**src/rtl/ssp_frame_peer.sv**
```systemverilog
// ssp_frame_peer: far-end SSP frame peer on PCLK/CLEAR_B; host side SSPFSSIN/SSPRXD in, SSPFSSOUT/SSPTXD/SSPOE_B out; wr_* pushes TX buffer, rd_* pops RX buffer, rx_overrun flags dropped bytes; SSP_PEER_ECHO_EN echoes RX bytes into TX
module ssp_frame_peer #(
  parameter int   DEPTH    = 4,
  parameter logic IDLE_TXD = 1'b0
) (
  input  logic       PCLK,
  input  logic       CLEAR_B,
  input  logic       SSPFSSIN,
  input  logic       SSPRXD,
  output logic       SSPFSSOUT,
  output logic       SSPTXD,
  output logic       SSPOE_B,
  input  logic       wr_valid,
  input  logic [7:0] wr_data,
  output logic       wr_ready,
  output logic       rd_valid,
  output logic [7:0] rd_data,
  input  logic       rd_ready,
  output logic       rx_overrun
);
  localparam int AW = $clog2(DEPTH);
  localparam int CW = AW + 1;
  localparam logic [AW:0] FULL = DEPTH[AW:0];
  typedef enum logic [1:0] {TX_IDLE, TX_SYNC, TX_SHIFT} tx_state_e;
  typedef enum logic {RX_IDLE, RX_RECV} rx_state_e;
  tx_state_e tx_state_q, tx_state_d;
  rx_state_e rx_state_q, rx_state_d;
  logic [7:0] tx_sh_q, tx_sh_d, rx_sh_q, rx_sh_d;
  logic [2:0] tx_bit_q, tx_bit_d, rx_bit_q, rx_bit_d;
  logic fss_q, fss_d, txd_q, txd_d, oe_b_q, oe_b_d, ovr_q, ovr_d;
  logic [7:0] tx_mem_q [DEPTH], tx_mem_d [DEPTH], rx_mem_q [DEPTH], rx_mem_d [DEPTH];
  logic [AW-1:0] tx_wp_q, tx_wp_d, tx_rp_q, tx_rp_d, rx_wp_q, rx_wp_d, rx_rp_q, rx_rp_d;
  logic [AW:0] tx_cnt_q, tx_cnt_d, rx_cnt_q, rx_cnt_d;
  logic tx_full, tx_push, tx_pop, rx_full, rx_push, rx_pop, rx_done, echo;
  logic [7:0] rx_byte, tx_wdata;
  assign rx_done = rx_state_q == RX_RECV && rx_bit_q == 3'd0;
  assign rx_byte = {rx_sh_q[6:0], SSPRXD};
`ifdef SSP_PEER_ECHO_EN
  assign echo = rx_done;
`else
  assign echo = 1'b0;
`endif
  assign tx_full  = tx_cnt_q == FULL;
  assign wr_ready = !tx_full && !echo;
  assign tx_push  = (echo || wr_valid) && !tx_full;
  assign tx_wdata = echo ? rx_byte : wr_data;
  assign tx_pop   = tx_cnt_q != '0 && (tx_state_q == TX_IDLE || (tx_state_q == TX_SHIFT && tx_bit_q == 3'd0));
  assign rx_full  = rx_cnt_q == FULL;
  assign rd_valid = rx_cnt_q != '0;
  assign rd_data  = rx_mem_q[rx_rp_q];
  assign rx_pop   = rd_valid && rd_ready;
  assign rx_push  = rx_done && (!rx_full || rx_pop);
  assign ovr_d    = rx_done && rx_full && !rx_pop;
  assign SSPFSSOUT  = fss_q;
  assign SSPTXD     = txd_q;
  assign SSPOE_B    = oe_b_q;
  assign rx_overrun = ovr_q;
  always_comb begin
    tx_mem_d = tx_mem_q;
    rx_mem_d = rx_mem_q;
    if (tx_push) tx_mem_d[tx_wp_q] = tx_wdata;
    if (rx_push) rx_mem_d[rx_wp_q] = rx_byte;
    tx_wp_d  = tx_push ? tx_wp_q + AW'(1) : tx_wp_q;
    tx_rp_d  = tx_pop ? tx_rp_q + AW'(1) : tx_rp_q;
    tx_cnt_d = tx_cnt_q + CW'(tx_push) - CW'(tx_pop);
    rx_wp_d  = rx_push ? rx_wp_q + AW'(1) : rx_wp_q;
    rx_rp_d  = rx_pop ? rx_rp_q + AW'(1) : rx_rp_q;
    rx_cnt_d = rx_cnt_q + CW'(rx_push) - CW'(rx_pop);
  end
  always_comb begin
    tx_state_d = tx_state_q;
    tx_sh_d    = tx_sh_q;
    tx_bit_d   = tx_bit_q;
    fss_d      = fss_q;
    txd_d      = txd_q;
    oe_b_d     = oe_b_q;
    case (tx_state_q)
      TX_IDLE: if (tx_pop) begin
        tx_sh_d    = tx_mem_q[tx_rp_q];
        fss_d      = 1'b1;
        tx_state_d = TX_SYNC;
      end
      TX_SYNC: begin
        fss_d      = 1'b0;
        oe_b_d     = 1'b0;
        txd_d      = tx_sh_q[7];
        tx_sh_d    = {tx_sh_q[6:0], 1'b0};
        tx_bit_d   = 3'd7;
        tx_state_d = TX_SHIFT;
      end
      TX_SHIFT: if (tx_bit_q != 3'd0) begin
        txd_d    = tx_sh_q[7];
        tx_sh_d  = {tx_sh_q[6:0], 1'b0};
        tx_bit_d = tx_bit_q - 3'd1;
      end else begin
        txd_d      = IDLE_TXD;
        oe_b_d     = 1'b1;
        fss_d      = tx_pop;
        tx_sh_d    = tx_pop ? tx_mem_q[tx_rp_q] : tx_sh_q;
        tx_state_d = tx_pop ? TX_SYNC : TX_IDLE;
      end
      default: tx_state_d = TX_IDLE;
    endcase
  end
  always_comb begin
    rx_state_d = rx_state_q;
    rx_sh_d    = rx_sh_q;
    rx_bit_d   = rx_bit_q;
    if (rx_state_q == RX_IDLE) begin
      rx_state_d = SSPFSSIN ? RX_RECV : RX_IDLE;
      rx_bit_d   = 3'd7;
    end else begin
      rx_sh_d    = rx_byte;
      rx_bit_d   = rx_bit_q - 3'd1;
      rx_state_d = rx_done ? RX_IDLE : RX_RECV;
    end
  end
  always_ff @(posedge PCLK or negedge CLEAR_B)
    if (!CLEAR_B) begin
      tx_state_q <= TX_IDLE;
      rx_state_q <= RX_IDLE;
      tx_sh_q    <= '0;
      rx_sh_q    <= '0;
      tx_bit_q   <= '0;
      rx_bit_q   <= '0;
      fss_q      <= 1'b0;
      txd_q      <= IDLE_TXD;
      oe_b_q     <= 1'b1;
      ovr_q      <= 1'b0;
      tx_mem_q   <= '{default: '0};
      rx_mem_q   <= '{default: '0};
      tx_wp_q    <= '0;
      tx_rp_q    <= '0;
      tx_cnt_q   <= '0;
      rx_wp_q    <= '0;
      rx_rp_q    <= '0;
      rx_cnt_q   <= '0;
    end else begin
      tx_state_q <= tx_state_d;
      rx_state_q <= rx_state_d;
      tx_sh_q    <= tx_sh_d;
      rx_sh_q    <= rx_sh_d;
      tx_bit_q   <= tx_bit_d;
      rx_bit_q   <= rx_bit_d;
      fss_q      <= fss_d;
      txd_q      <= txd_d;
      oe_b_q     <= oe_b_d;
      ovr_q      <= ovr_d;
      tx_mem_q   <= tx_mem_d;
      rx_mem_q   <= rx_mem_d;
      tx_wp_q    <= tx_wp_d;
      tx_rp_q    <= tx_rp_d;
      tx_cnt_q   <= tx_cnt_d;
      rx_wp_q    <= rx_wp_d;
      rx_rp_q    <= rx_rp_d;
      rx_cnt_q   <= rx_cnt_d;
    end
endmodule
```
**config.mk**
```make
export PLATFORM = sky130hd
export DESIGN_NAME = ssp_frame_peer
export DESIGN_NICKNAME = d
export VERILOG_FILES = /design/src/rtl/ssp_frame_peer.sv
export SDC_FILE = /design/constraint.sdc
export NUM_CORES = 1
export LEC_CHECK = 0
export CAP_MARGIN = 30
export CORE_ASPECT_RATIO = 0.5
export CORE_MARGIN = 5
export CORE_UTILIZATION = 60
export CTS_CLUSTER_DIAMETER = 80
export DETAILED_ROUTE_END_ITERATION = 8
export GPL_TIMING_DRIVEN = 0
export PLACE_DENSITY_LB_ADDON = 0.08
export SYNTH_ARGS = -nofsm -noshare
export SYNTH_HDL_FRONTEND = slang
export SYNTH_SLANG_ARGS = --single-unit
```
**constraint.sdc**
```tcl
create_clock -name PCLK -period 2.7 [get_ports PCLK]
set_input_delay 0.405 -clock PCLK [delete_from_list [all_inputs] [get_ports PCLK]]
set_output_delay 0.405 -clock PCLK [all_outputs]
set_load 0.05 [all_outputs]
```
[Word level (Yosys, flattened, before mapping)]
Cells that the tools add are included.
Storage, ports and cells
  register bits after elaboration: 106
  bits of input ports: 14
  output and inout port bits: 14
  logic and storage cells: 110
Operators by class
  add/subtract/negate cells: 10
  magnitude comparators: 6
  equality and inequality tests: 7
  mux-type cells: 32
  bitwise gates (word level): 4
  reductions and logical operators: 27
Operators with widths (number)
  32-bit bitwise mux: 2
  8-bit 2-to-1 mux: 8
  8-bit binary-select mux with 2-bit select: 2
  8-bit demux with 2-bit select: 2
  8-bit case mux with 3 select lines: 1
  3-bit greater-or-equal comparator, second input constant: 4
  2-bit inverter with 3-bit output: 4
  3-bit nonzero test: 4
  1-bit logical AND: 10
  2-bit by 1-bit adder with 2-bit output, second input constant: 4
  1-bit 2-to-1 mux: 8
  3-bit by 1-bit adder with 3-bit output: 2
  3-bit equality test, second input constant: 2
  3-bit zero test: 2
  3-bit by 1-bit < comparator with 1-bit output, second input constant: 2
  3-bit 2-to-1 mux: 2
  2-bit case mux with 3 select lines: 1
  3-bit case mux with 2 select lines: 1
  2-bit AND reduction: 3
  3-bit by 1-bit subtractor with 3-bit output: 2
  3-bit by 1-bit subtractor with 3-bit output, second input constant: 2
  2-bit 2-to-1 mux: 2
  2-bit != test, second input constant: 2
  1-bit case mux with 2 select lines: 2
  other kinds (9): 12

[Logic depth before layout (Yosys ltp)]
Gate-level depths: netlist (run 1).
  depth in word-level cells: 7
  gate-level depth with buffers: 11
  mapped depth without buffers: 11

[Worst setup path before layout (run 1)]
No wires, ideal clock.
  kind: register -> register
  start point: register rx_cnt_q[1]
  end point: register rx_cnt_q[2]
  setup time: 123 ps
  arrival time: 2270 ps
  required time: 2577 ps
  setup slack: 308 ps
  stages on the path, launching flop included: 8
  buffers on the path: 0
  period minus slack after synthesis: 2392 ps
  cell sequence: dfrtp_1 -> or3_2 -> and2_1 -> ha_1 -> inv_1 -> ha_1 -> fa_1 -> xnor2_1
Between the ends
  longest elaborated chain between the ends: 6
  elaborated cells between the ends (all ways): 8
  classes of those cells: add/sub (2); eq/ne (1); reduce/logical (5)
RTL lines
  from (decl): RTL line 33  | logic [AW:0] tx_cnt_q, tx_cnt_d, rx_cnt_q, rx_cnt_d;
  from (signal assigned): RTL line 156  | rx_cnt_q <= rx_cnt_d;
  3-bit nonzero test *: RTL line 49  | assign rd_valid = rx_cnt_q != '0;
  via rd_valid: RTL line 16  | output logic rd_valid,
  1-bit logical AND *: RTL line 51  | assign rx_pop = rd_valid && rd_ready;
  via rx_pop: RTL line 34  | logic tx_full, tx_push, tx_pop, rx_full, rx_push, rx_pop, rx_done, echo;
  1-bit logical OR: RTL line 52  | assign rx_push = rx_done && (!rx_full || rx_pop);
  1-bit logical AND: RTL line 52
  3-bit by 1-bit adder with 3-bit output: RTL line 68  | rx_cnt_d = rx_cnt_q + CW'(rx_push) - CW'(rx_pop);
  3-bit by 1-bit subtractor with 3-bit output *: RTL line 68
  via rx_cnt_d[2]: RTL line 33
Mark *: on every way through the listed nets, which the timed path passes. The rest lies on a longest branch.
A chain may end at the register's enable or synchronous reset.

[Worst setup path in the final report (run 1)]
  start point: register tx_state_q[0]
  end point: register tx_cnt_q[2]
Between the ends
  longest elaborated chain between the ends: 5
  elaborated cells between the ends (all ways): 6
  classes of those cells: add/sub (1); eq/ne (1); reduce/logical (4)
RTL lines
  from (decl): RTL line 26  | tx_state_e tx_state_q, tx_state_d;
  from (signal assigned): RTL line 139  | tx_state_q <= tx_state_d;
  2-bit equality test: RTL line 47  | assign tx_pop = tx_cnt_q != '0 && (tx_state_q == TX_IDLE || (tx_state_q == TX_SHIFT && tx_bit_q == 3'd0));
  1-bit logical AND: RTL line 47
  1-bit logical OR *: RTL line 47
  1-bit logical AND *: RTL line 47
  3-bit by 1-bit subtractor with 3-bit output *: RTL line 65  | tx_cnt_d = tx_cnt_q + CW'(tx_push) - CW'(tx_pop);
  via tx_cnt_d[2]: RTL line 33
  to (signal assigned): RTL line 153  | tx_cnt_q <= tx_cnt_d;
  to (decl): RTL line 33
Marked as above.

==> flow_metrics.tcl, run 1 <==
set metrics [dict create \
    max_cap_violations 0 \
    clk_latency_ns 0.34 \
    grt_usage_pct 18.6 \
    place.port_buffers 27 \
    share_of_yosys_cell_area_claimed_by_the_top_area_cell_type_pct 52.2 \
    post_synth_inst_count 335 \
    cts_max_path_buffers 2 \
    antenna_found_initial 0 \
    route.met2.wl_um 4380 \
    met1_length_um 3950 \
    min_path_type "in -> async" \
    finalSetupViolCount 0 \
    cp_slowest_stage_delay_ns 0.46 \
    cts_root_cell "sky130_fd_sc_hd__clkbuf_16" \
    grt_remaining_overflow 0 \
    h_tree_levels 3 \
    antennaDiodeCount 0 \
    worstMarginPinSlew_ns 0.641 \
    syn_avg_cell_area_um2 15.0 \
    largest_net_degree_at_the_start_of_global_routing 71 \
    floorplan_die_width_um 139 \
    timing.critical_path.to_type "register" \
    peakVddDrop_mv 0.646 \
    clock_sinks 106 \
    critPathMaxFanout 6 \
    post_synthesis_net_count 372 \
    placed_cells 475 \
    total_power_mw 7.32 \
    boundary_pins 28 \
    synth.ff_latch_count 106 \
    final_worst_path_period_share_pct 94.1 \
    drt-pass1-iter-count 4 \
    design.die.area_um2 10400 \
    instances_no_fill 491 \
    synth_area_leaders "sky130_fd_sc_hd__dfrtp_1 (52%), sky130_fd_sc_hd__mux2_4 (9.6%), sky130_fd_sc_hd__mux2_2 (8.7%)" \
    finalNetCount 411 \
    yosysWarnings 0 \
    cp.required_ns 2.93 \
    cpMaxStageDelayCell "sky130_fd_sc_hd__dfrtp_1" \
    fp-row-count 23 \
    cell_with_the_most_instances_after_synthesis "sky130_fd_sc_hd__dfrtp_1" \
    final_hold_viol_count 0 \
    worstPathCellList "inv_1 -> ha_1 -> nand3b_1 -> a21oi_4 -> ha_1 -> inv_1 -> ha_1 -> inv_1 -> fa_1 -> xnor2_1 -> xnor2_1" \
    design.core.area_um2 8090 \
    synth-edff-count 0 \
    leakagePower_nw 2.65 \
    path_delay_family "adder cells" \
    synth_top_cell_by_area "sky130_fd_sc_hd__dfrtp_1" \
    nFillCells 527 \
    seqCellArea_um2 2650 \
    final_max_slew_viol_count 0 \
    drc_errors 0 \
    powerDensity_nw_per_um2 1280 \
    worstSetupPathType "reg -> reg" \
    met3WireLength_um 326 \
    path_buf_inv 3 \
    dp_hpwl_um 5900 \
    area_taken_by_multi_input_logic_gates_um2 2250 \
    cts_tree "done" \
    share_of_flip_flops_with_an_asynchronous_set_or_reset_pct 100 \
    die_height_um 74.7 \
    top_layer_used "met4" \
    clk_pin_slew_ns 0.07 \
    final_antenna_net_count 0 \
    finalWirelength_um 8750 \
    post_synth_instance_area_um2 5030 \
    setup_repair_after_global_routing_missed_its_margin "no" \
    synth_seq_area_share_pct 52.8 \
    place.gp.congestion 0.772 \
    ys_types 39 \
    post_route_minimum_period_ns 2.54 \
    num_vias 2760 \
    synth_commonest_cells "sky130_fd_sc_hd__dfrtp_1 (105), sky130_fd_sc_hd__mux2_2 (39), sky130_fd_sc_hd__mux2_4 (32)" \
    worst-endpoint-arrival_ns 2.77 \
    avgViaCountPerCell 5.62 \
    ys.flop_type "sky130_fd_sc_hd__dfrtp_1" \
    achievable-frequency_ghz 0.394 \
    areaGrowthSynthToFinish_pct 14.0 \
    outcome "completed" \
    drt_first_iter_violations 140 \
    clock_buffers_created_by_tritoncts 9 \
    start_util_pct 62.2 \
    clock-skew-final_ns 0.00753 \
    route.detailed.wl_per_inst_um 17.8 \
    worst_max_slew_margin_expressed_relative_to_the_limit_pct 57.2 \
    first_pass_grt_wire_length_um 15000 \
    drive_gt1_share_pct 31.4 \
    vias_in_the_first_global_route 2982 \
    startpoint_type "register" \
]
## through the flow
| stage | hold WS, ns | utilization, % | TNS, ns | setup slack, ns | cell area [um2] |
|---|---|---|---|---|---|
| floorplan | 0.109 | - | 0 | 0.308 | 5030 |
| global placement | 0.421 | 67.3 | -256.57 | -2.44 | 5440 |
| detailed placement | 0.409 | 67.6 | 0 | 0.0257 | 5470 |
| CTS | 0.0410 | 70.8 | 0 | 0.109 | 5730 |
| global route | 0.0635 | 70.9 | 0 | 0.0438 | 5730 |
| finish | 0.0225 | 70.9 | 0 | 0.159 | 5730 |
## layer usage
metal  vias up  track usage, %
met5         -               0
met4         0            5.31
met3        10            5.71
met2        37            32.7
met1      1435            23.1
li1       1278               -
## state kept, by name, indices dropped and copies added (netlist names)
register	cells
tx_rp_q	2
tx_sh_q	8
tx_wp_q	2
tx_state_q	2
SSPFSSOUT	1
rx_wp_q	2
SSPTXD	1
rx_rp_q	2
rx_overrun	1
tx_bit_q	3
SSPOE_B	1
rx_state_q	1
tx_cnt_q	3
tx_mem_q	32
rx_bit_q	3
rx_cnt_q	3
rx_mem_q	32
rx_sh_q	7
## report_power, final
| group | internal [mW] | switching, mW |
|---|---|---|
| Combinational | 1.65 | 1.66 |
| Sequential | 2.33 | 0.475 |
| Clock | 0.631 | 0.581 |
## worst paths after layout
path / depth (start not counted) / endpoint / slack [ns] / start
worst min-delay path: 1 / tx_state_q[1]$_DFFE_PN0P_ / 0.02 / CLEAR_B
min in group PCLK: 1 / rx_bit_q[0]$_DFF_PN0_ / 0.44 / rx_bit_q[0]$_DFF_PN0_
worst max register to register: 11 / tx_cnt_q[2]$_DFF_PN0_ / 0.16 / tx_state_q[0]$_DFFE_PN0P_
max in group asynchronous: 2 / rx_mem_q[27]$_DFFE_PN0P_ / 1.97 / CLEAR_B
worst max-delay path: 11 / tx_cnt_q[2]$_DFF_PN0_ / 0.16 / tx_state_q[0]$_DFFE_PN0P_
worst min register to register: 1 / rx_bit_q[0]$_DFF_PN0_ / 0.44 / rx_bit_q[0]$_DFF_PN0_
## cells in the final DEF, fill, tap and decap left out, types with 5 or more instances in the layout
cell type,count
sky130_fd_sc_hd__dlygate4sd2_1,8
sky130_fd_sc_hd__clkbuf_1,5
sky130_fd_sc_hd__mux2_2,39
sky130_fd_sc_hd__mux2_4,32
sky130_fd_sc_hd__nand2_1,16
sky130_fd_sc_hd__clkdlybuf4s50_1,18
sky130_fd_sc_hd__nor3_1,5
sky130_fd_sc_hd__a21oi_1,7
sky130_fd_sc_hd__clkbuf_16,9
sky130_fd_sc_hd__ha_1,21
sky130_fd_sc_hd__nor3b_1,7
sky130_fd_sc_hd__xnor2_1,9
sky130_fd_sc_hd__mux4_2,16
sky130_fd_sc_hd__inv_1,22
sky130_fd_sc_hd__o21ai_0,7
sky130_fd_sc_hd__a221o_1,9
sky130_fd_sc_hd__dfrtp_1,105
## repair_timing
item | 4_1_cts | 5_1_grt
hold buffers | 0 | 0
setup buffers | 0 | 0
resized for setup | 8 | 1
setup endpoints to repair | 8 | 1
## worst reg2reg max path, stage by stage (launching register included)
cell and delay, ns:
sky130_fd_sc_hd__dfrtp_1 0.46, sky130_fd_sc_hd__inv_1 0.12, sky130_fd_sc_hd__ha_1 0.19, sky130_fd_sc_hd__nand3b_1 0.20
sky130_fd_sc_hd__a21oi_4 0.30, sky130_fd_sc_hd__ha_1 0.28, sky130_fd_sc_hd__inv_1 0.06, sky130_fd_sc_hd__ha_1 0.13
sky130_fd_sc_hd__inv_1 0.04, sky130_fd_sc_hd__fa_1 0.37, sky130_fd_sc_hd__xnor2_1 0.14, sky130_fd_sc_hd__xnor2_1 0.13
## layout make-up
cell class / count / share of cell area [%]
clock buffer: 11 / 4.06
timing repair buffer: 28 / 4.97
clock inverter: 5 / 0.676
inverter: 22 / 1.44
sequential: 106 / 46.3
tap: 112 / 2.44
buffer: 8 / 0.851
multi-input combinational: 199 / 39.3
## kinds of logic after synthesis
kind of cell | synth area share (%)
DFF | 52.8
muxes | 25.4
and+or+nand+nor | 6.52
AOI/OAI and AO/OA | 4.55
buffers and inverters | 2.61
adders and majority gates | 6.02
xor gates and xnor gates | 2.09
Note: power is estimated with default switching activity, not from simulation.
==> inputs of run 2 (changes only) <==
--- a/config.mk
+++ b/config.mk
@@ -12,7 +12,7 @@
 export CTS_CLUSTER_DIAMETER = 80
 export DETAILED_ROUTE_END_ITERATION = 8
 export GPL_TIMING_DRIVEN = 0
-export PLACE_DENSITY_LB_ADDON = 0.08
+export PLACE_DENSITY = 0.8
 export SYNTH_ARGS = -nofsm -noshare
 export SYNTH_HDL_FRONTEND = slang
 export SYNTH_SLANG_ARGS = --single-unit
==> run 2 against run 1 <==
Effect of this change: clock power increased by 3%; die area stayed put; register-to-register slack improved by 0.09 ns; non-clock buffer count is the same; critical path depth unchanged; cell count fell by 0.20%; core utilization increased by 0.12 points; clock-buffer cell count fell by 1; via count up 1.1%; fmax is 3.8% higher; first-iteration DRC count rose by 56%.
==> flow_metrics.tcl, run 2 (synthesis results as in run 1) <==
set metrics [dict create \
    switching_share_pct 37.5 \
    clk_latency_ns 0.35 \
    final_hold_viol_count 0 \
    antennaDiodeCount 0 \
    p_comb_share_pct 44.6 \
    cp.required_ns 2.98 \
    first_pass_grt_wire_length_um 16000 \
    seq_power_share_pct 38.6 \
    instances_no_fill 490 \
    powerDensity_nw_per_um2 1290 \
    timing.critical_path.to_type "register" \
    seqCellArea_um2 2650 \
    final_max_slew_viol_count 0 \
    place.port_buffers 27 \
    critPathMaxFanout 6 \
    start_util_pct 62.2 \
    worst_max_slew_margin_expressed_relative_to_the_limit_pct 60.4 \
    boundary_pins 28 \
    design.die.area_um2 10400 \
    clock-skew-final_ns 0.00603 \
    worstSetupPathType "reg -> reg" \
    avgViaCountPerCell 5.69 \
    design.core.area_um2 8090 \
    final_worst_path_period_share_pct 90.7 \
    cts_tree "done" \
    timing.reg2reg.setup_slack_ns 0.25 \
    areaGrowthSynthToFinish_pct 14.2 \
    power_spent_charging_and_discharging_nets_mw 2.78 \
    final_antenna_net_count 0 \
    place.gp.congestion 0.817 \
    cts_max_path_buffers 2 \
    internal_power_mw 4.64 \
    die_height_um 74.7 \
    clock_sinks 106 \
    num_vias 2789 \
    fp-row-count 23 \
    antenna_found_initial 0 \
    drive_gt1_share_pct 32.0 \
    finalWirelength_um 9440 \
    leakagePower_nw 2.66 \
    floorplan_die_width_um 139 \
    finalHoldWorstSlack_ns 0.0182 \
    cpMaxStageDelayCell "sky130_fd_sc_hd__dfrtp_1" \
    reg2reg_from "tx_state_q[0]$_DFFE_PN0P_" \
    cts_root_cell "sky130_fd_sc_hd__clkbuf_16" \
    clk_pin_slew_ns 0.07 \
    worstPathCellList "inv_1 -> ha_1 -> nand3b_1 -> a21oi_4 -> ha_1 -> inv_1 -> ha_1 -> inv_1 -> fa_1 -> xnor2_1 -> xnor2_1" \
    max_cap_violations 0 \
    finalNetCount 411 \
    h_tree_levels 3 \
    cp_slowest_stage_delay_ns 0.45 \
    peakVddDrop_mv 0.784 \
    min_path_type "in -> async" \
    layout.cells.most_common "sky130_fd_sc_hd__dfrtp_1" \
    outcome "completed" \
    worstMarginPinSlew_ns 0.595 \
    largestRegisters "rx_mem_q (32), tx_mem_q (32), tx_sh_q (8)" \
    reg2regPathDepth 11 \
    area_taken_by_multi_input_logic_gates_um2 2250 \
    crit-reg2reg-capture "tx_cnt_q[2]$_DFF_PN0_" \
    drt_first_iter_violations 219 \
    worst-endpoint-arrival_ns 2.72 \
    post_cts_hold_fix_bufs 0 \
    largest_net_degree_at_the_start_of_global_routing 71 \
    pwr-share-clk_pct 16.8 \
    finalSetupViolCount 0 \
    clock_buffers_created_by_tritoncts 9 \
    setup_repair_after_global_routing_missed_its_margin "no" \
    drt-pass1-iter-count 4 \
    placed_cells 475 \
    post_route_minimum_period_ns 2.45 \
    vias_in_the_first_global_route 3116 \
    grt_remaining_overflow 0 \
    fin_util_pct 71.0 \
    dp_hpwl_um 6380 \
    fin_setup_tns_ns 0 \
    most-common-layout-cells "sky130_fd_sc_hd__dfrtp_1 (105), sky130_fd_sc_hd__mux2_2 (39), sky130_fd_sc_hd__mux2_4 (32)" \
    nFillCells 519 \
    achievable-frequency_ghz 0.408 \
    grt_usage_pct 20.1 \
    startpoint_type "register" \
    drc_errors 0 \
    route.detailed.wl_per_inst_um 19.3 \
]
-- run 2: cell count changes in the layout (fill, tap and decap cells not counted), sizes merged --
cell    previous run  this run
clkbuf            14        13
clkinv             3         2
inv               23        24
-- run 2: area by class of cell --
| cell class | instances | area share, % |
|---|---|---|
| Sequential cell | 106 | 46.2 |
| Multi-Input combinational cell | 199 | 39.2 |
| Timing Repair Buffer | 29 | 5.10 |
| Clock buffer | 10 | 4.16 |
| Tap cell | 112 | 2.44 |
| Inverter | 22 | 1.44 |
| Buffer | 7 | 0.784 |
| Clock inverter | 5 | 0.675 |
-- run 2: per-stage QoR --
stage	power, mW	cell area, um2	setup WS, ns
6_report	7.42	5740	0.252
5_1_grt	7.87	5740	0.0744
4_1_cts	7.46	5730	0.0962
3_5_place_dp	6.25	5470	-0.0345
3_3_place_gp	5.98	5440	-2.43
2_1_floorplan	5.35	5030	0.308
-- run 2: power groups by stage --
| stage | clock [mW] | combinational, mW | sequential [mW] |
|---|---|---|---|
| detailed placement | 0 | 3.41 | 2.84 |
| CTS | 1.27 | 3.33 | 2.86 |
| floorplan | 0 | 2.64 | 2.71 |
| finish | 1.25 | 3.31 | 2.86 |
| global route | 1.34 | 3.58 | 2.95 |
| global placement | 0 | 3.24 | 2.75 |
-- run 2: worst max-delay path by stage --
stage                              start                endpoint  depth (start not counted)
3_3_place_gp                     CLEAR_B  rx_sh_q[3]$_DFFE_PN0P_                          1
3_5_place_dp                    rd_ready   rx_cnt_q[2]$_DFF_PN0_                         10
5_1_grt        tx_state_q[0]$_DFFE_PN0P_   tx_cnt_q[2]$_DFF_PN0_                         11
6_report       tx_state_q[0]$_DFFE_PN0P_   tx_cnt_q[2]$_DFF_PN0_                         11
2_1_floorplan      rx_cnt_q[1]$_DFF_PN0_   rx_cnt_q[2]$_DFF_PN0_                          7
4_1_cts        tx_state_q[0]$_DFFE_PN0P_   tx_cnt_q[2]$_DFF_PN0_                         11
-- run 2: timing repair --
item,in CTS,in global routing
pin swaps,0,1
buffers inserted,0,1
setup endpoints to repair,8,1
resized for setup,8,1
-- run 2: critical path, delay by kind of cell, from the launching register on --
| kind | cells | cell delay [ns] |
|---|---|---|
| adder cells (fa/ha/maj) | 4 | 0.97 |
| flip-flops | 1 | 0.45 |
| XOR/XNOR | 2 | 0.34 |
| buffers and inverters | 3 | 0.22 |
| AO/OA/AOI/OAI | 1 | 0.21 |
| AND/OR/NAND/NOR | 1 | 0.19 |
-- run 2: per-layer routing --
metal	GRT usage [%]	wire [um]	vias to the layer above
met5	0	0	-
met4	5.75	126	0
met3	5.96	295	14
met2	38.3	5020	37
met1	22.8	4000	1462
li1	-	-	1276
==> inputs of run 3 (changes only) <==
--- a/config.mk
+++ b/config.mk
@@ -5,7 +5,6 @@
 export SDC_FILE = /design/constraint.sdc
 export NUM_CORES = 1
 export LEC_CHECK = 0
-export CAP_MARGIN = 30
 export CORE_ASPECT_RATIO = 0.5
 export CORE_MARGIN = 5
 export CORE_UTILIZATION = 60
==> run 3 against run 2 <==
Effect of this change: via count unchanged; flip-flop and latch count unchanged; register-to-register slack about the same; clock power about the same; fmax stayed put; combinational power barely moved; non-clock buffer count is the same; power unchanged; global-route usage did not move; critical path depth did not move; critical path type unchanged; highest routed layer unchanged.
==> flow_metrics.tcl, run 3 (synthesis results as in run 1) <==
set metrics [dict create \
    outcome "completed" \
    setup_repair_after_global_routing_missed_its_margin "no" \
    place.port_buffers 27 \
    pwr-share-clk_pct 16.8 \
    leakagePower_nw 2.66 \
    final_antenna_net_count 0 \
    layout.cells.most_common "sky130_fd_sc_hd__dfrtp_1" \
    final_worst_path_period_share_pct 90.7 \
    drc_errors 0 \
    path_delay_family "adder cells" \
    avgViaCountPerCell 5.69 \
    fp-row-count 23 \
    min_path_type "in -> async" \
    num_vias 2789 \
    worst-endpoint-arrival_ns 2.72 \
    max_cap_violations 0 \
    power_spent_charging_and_discharging_nets_mw 2.78 \
    critPathLaunch "tx_state_q[0]$_DFFE_PN0P_" \
    place.gp.congestion 0.817 \
    worst_max_slew_margin_expressed_relative_to_the_limit_pct 60.4 \
    clk_latency_ns 0.35 \
    clk_pin_slew_ns 0.07 \
    post_route_minimum_period_ns 2.45 \
    boundary_pins 28 \
    path_buf_inv 3 \
    most-common-layout-cells "sky130_fd_sc_hd__dfrtp_1 (105), sky130_fd_sc_hd__mux2_2 (39), sky130_fd_sc_hd__mux2_4 (32)" \
    finalSetupViolCount 0 \
    dp_hpwl_um 6380 \
    worstMarginPinSlew_ns 0.595 \
    worstSetupPathType "reg -> reg" \
    timing.critical_path.to_type "register" \
    grt_remaining_overflow 0 \
    peakVddDrop_mv 0.784 \
    timing.reg2reg.setup_slack_ns 0.25 \
    nFillCells 519 \
    largest_net_degree_at_the_start_of_global_routing 71 \
    drt-pass1-iter-count 4 \
    finalNetCount 411 \
    reg2regPathDepth 11 \
    internal_power_mw 4.64 \
    antennaDiodeCount 0 \
    largestRegisters "rx_mem_q (32), tx_mem_q (32), tx_sh_q (8)" \
    fin_setup_tns_ns 0 \
    design.core.area_um2 8090 \
    total_power_mw 7.42 \
    detailed_place.area_um2 5470 \
    powerDensity_nw_per_um2 1290 \
    finalHoldWorstSlack_ns 0.0182 \
    stdcell_area_um2 5740 \
    final_hold_viol_count 0 \
    final_max_slew_viol_count 0 \
    switching_share_pct 37.5 \
    clock-skew-final_ns 0.00603 \
    cp_slowest_stage_delay_ns 0.45 \
    reg2reg_from "tx_state_q[0]$_DFFE_PN0P_" \
    cpMaxStageDelayCell "sky130_fd_sc_hd__dfrtp_1" \
    critPathMaxFanout 6 \
    vias_in_the_first_global_route 3116 \
    startpoint_type "register" \
    grt_usage_pct 20.1 \
    start_util_pct 62.2 \
    cts_tree "done" \
    h_tree_levels 3 \
    drive_gt1_share_pct 32.0 \
    crit-reg2reg-capture "tx_cnt_q[2]$_DFF_PN0_" \
    seq_power_share_pct 38.6 \
    cts_max_path_buffers 2 \
    antenna_found_initial 0 \
    route.detailed.wl_per_inst_um 19.3 \
    first_pass_grt_wire_length_um 16000 \
    finalWirelength_um 9440 \
    design.die.area_um2 10400 \
    p_comb_share_pct 44.6 \
    worstPathCellList "inv_1 -> ha_1 -> nand3b_1 -> a21oi_4 -> ha_1 -> inv_1 -> ha_1 -> inv_1 -> fa_1 -> xnor2_1 -> xnor2_1" \
    clock_sinks 106 \
    clock_buffers_created_by_tritoncts 9 \
    cts_root_cell "sky130_fd_sc_hd__clkbuf_16" \
    cp.required_ns 2.98 \
    achievable-frequency_ghz 0.408 \
    areaGrowthSynthToFinish_pct 14.2 \
    die_height_um 74.7 \
    drt_first_iter_violations 219 \
    floorplan_die_width_um 139 \
]
[run 3: cell counts in the layout (fill, tap and decap cells not counted)]
Identical to the previous run, type by type.
[run 3: power by group through the flow]
| stage | clock network [mW] | registers, mW | logic [mW] |
|---|---|---|---|
| final | 1.25 | 2.86 | 3.31 |
| after global routing | 1.34 | 2.95 | 3.58 |
| after CTS | 1.27 | 2.86 | 3.33 |
| after detailed placement | 0 | 2.84 | 3.41 |
| after global placement | 0 | 2.75 | 3.24 |
| after floorplan | 0 | 2.71 | 2.64 |
[run 3: cell type report]
class / count / area [um2] / share of cell area, %
buffer: 7 / 45.0 / 0.784
clock buffer: 10 / 239 / 4.16
clock inverter: 5 / 38.8 / 0.675
inverter: 22 / 82.6 / 1.44
multi-input combinational: 199 / 2250 / 39.2
sequential: 106 / 2650 / 46.2
tap: 112 / 140 / 2.44
timing repair buffer: 29 / 293 / 5.10
[run 3: routing by layer]
metal | up-vias | routed length (um) | track usage (%)
met1 | 1462 | 4000 | 22.8
met4 | 0 | 126 | 5.75
met5 | - | 0 | 0
met2 | 37 | 5020 | 38.3
li1 | 1276 | - | -
met3 | 14 | 295 | 5.96
[run 3: timing repair]
action,4_1_cts,5_1_grt
gates cloned,0,0
gates resized for setup,8,1
pin swaps,0,1
buffers inserted,0,1
setup endpoints to repair,8,1
hold buffers,0,0
[run 3: metrics by stage]
step           utilization [%]  instances  setup slack [ns]
2_1_floorplan                -        335             0.308
3_3_place_gp              67.3        474             -2.43
5_1_grt                   71.0        490            0.0744
4_1_cts                   70.8        489            0.0962
3_5_place_dp              67.6        475           -0.0345
6_report                  71.0        490             0.252
[run 3: worst max-delay path by stage]
| stage | end | depth (start not counted) |
|---|---|---|
| finish | tx_cnt_q[2]$_DFF_PN0_ | 11 |
| global route | tx_cnt_q[2]$_DFF_PN0_ | 11 |
| CTS | tx_cnt_q[2]$_DFF_PN0_ | 11 |
| detailed placement | rx_cnt_q[2]$_DFF_PN0_ | 10 |
| global placement | rx_sh_q[3]$_DFFE_PN0P_ | 1 |
| floorplan | rx_cnt_q[2]$_DFF_PN0_ | 7 |
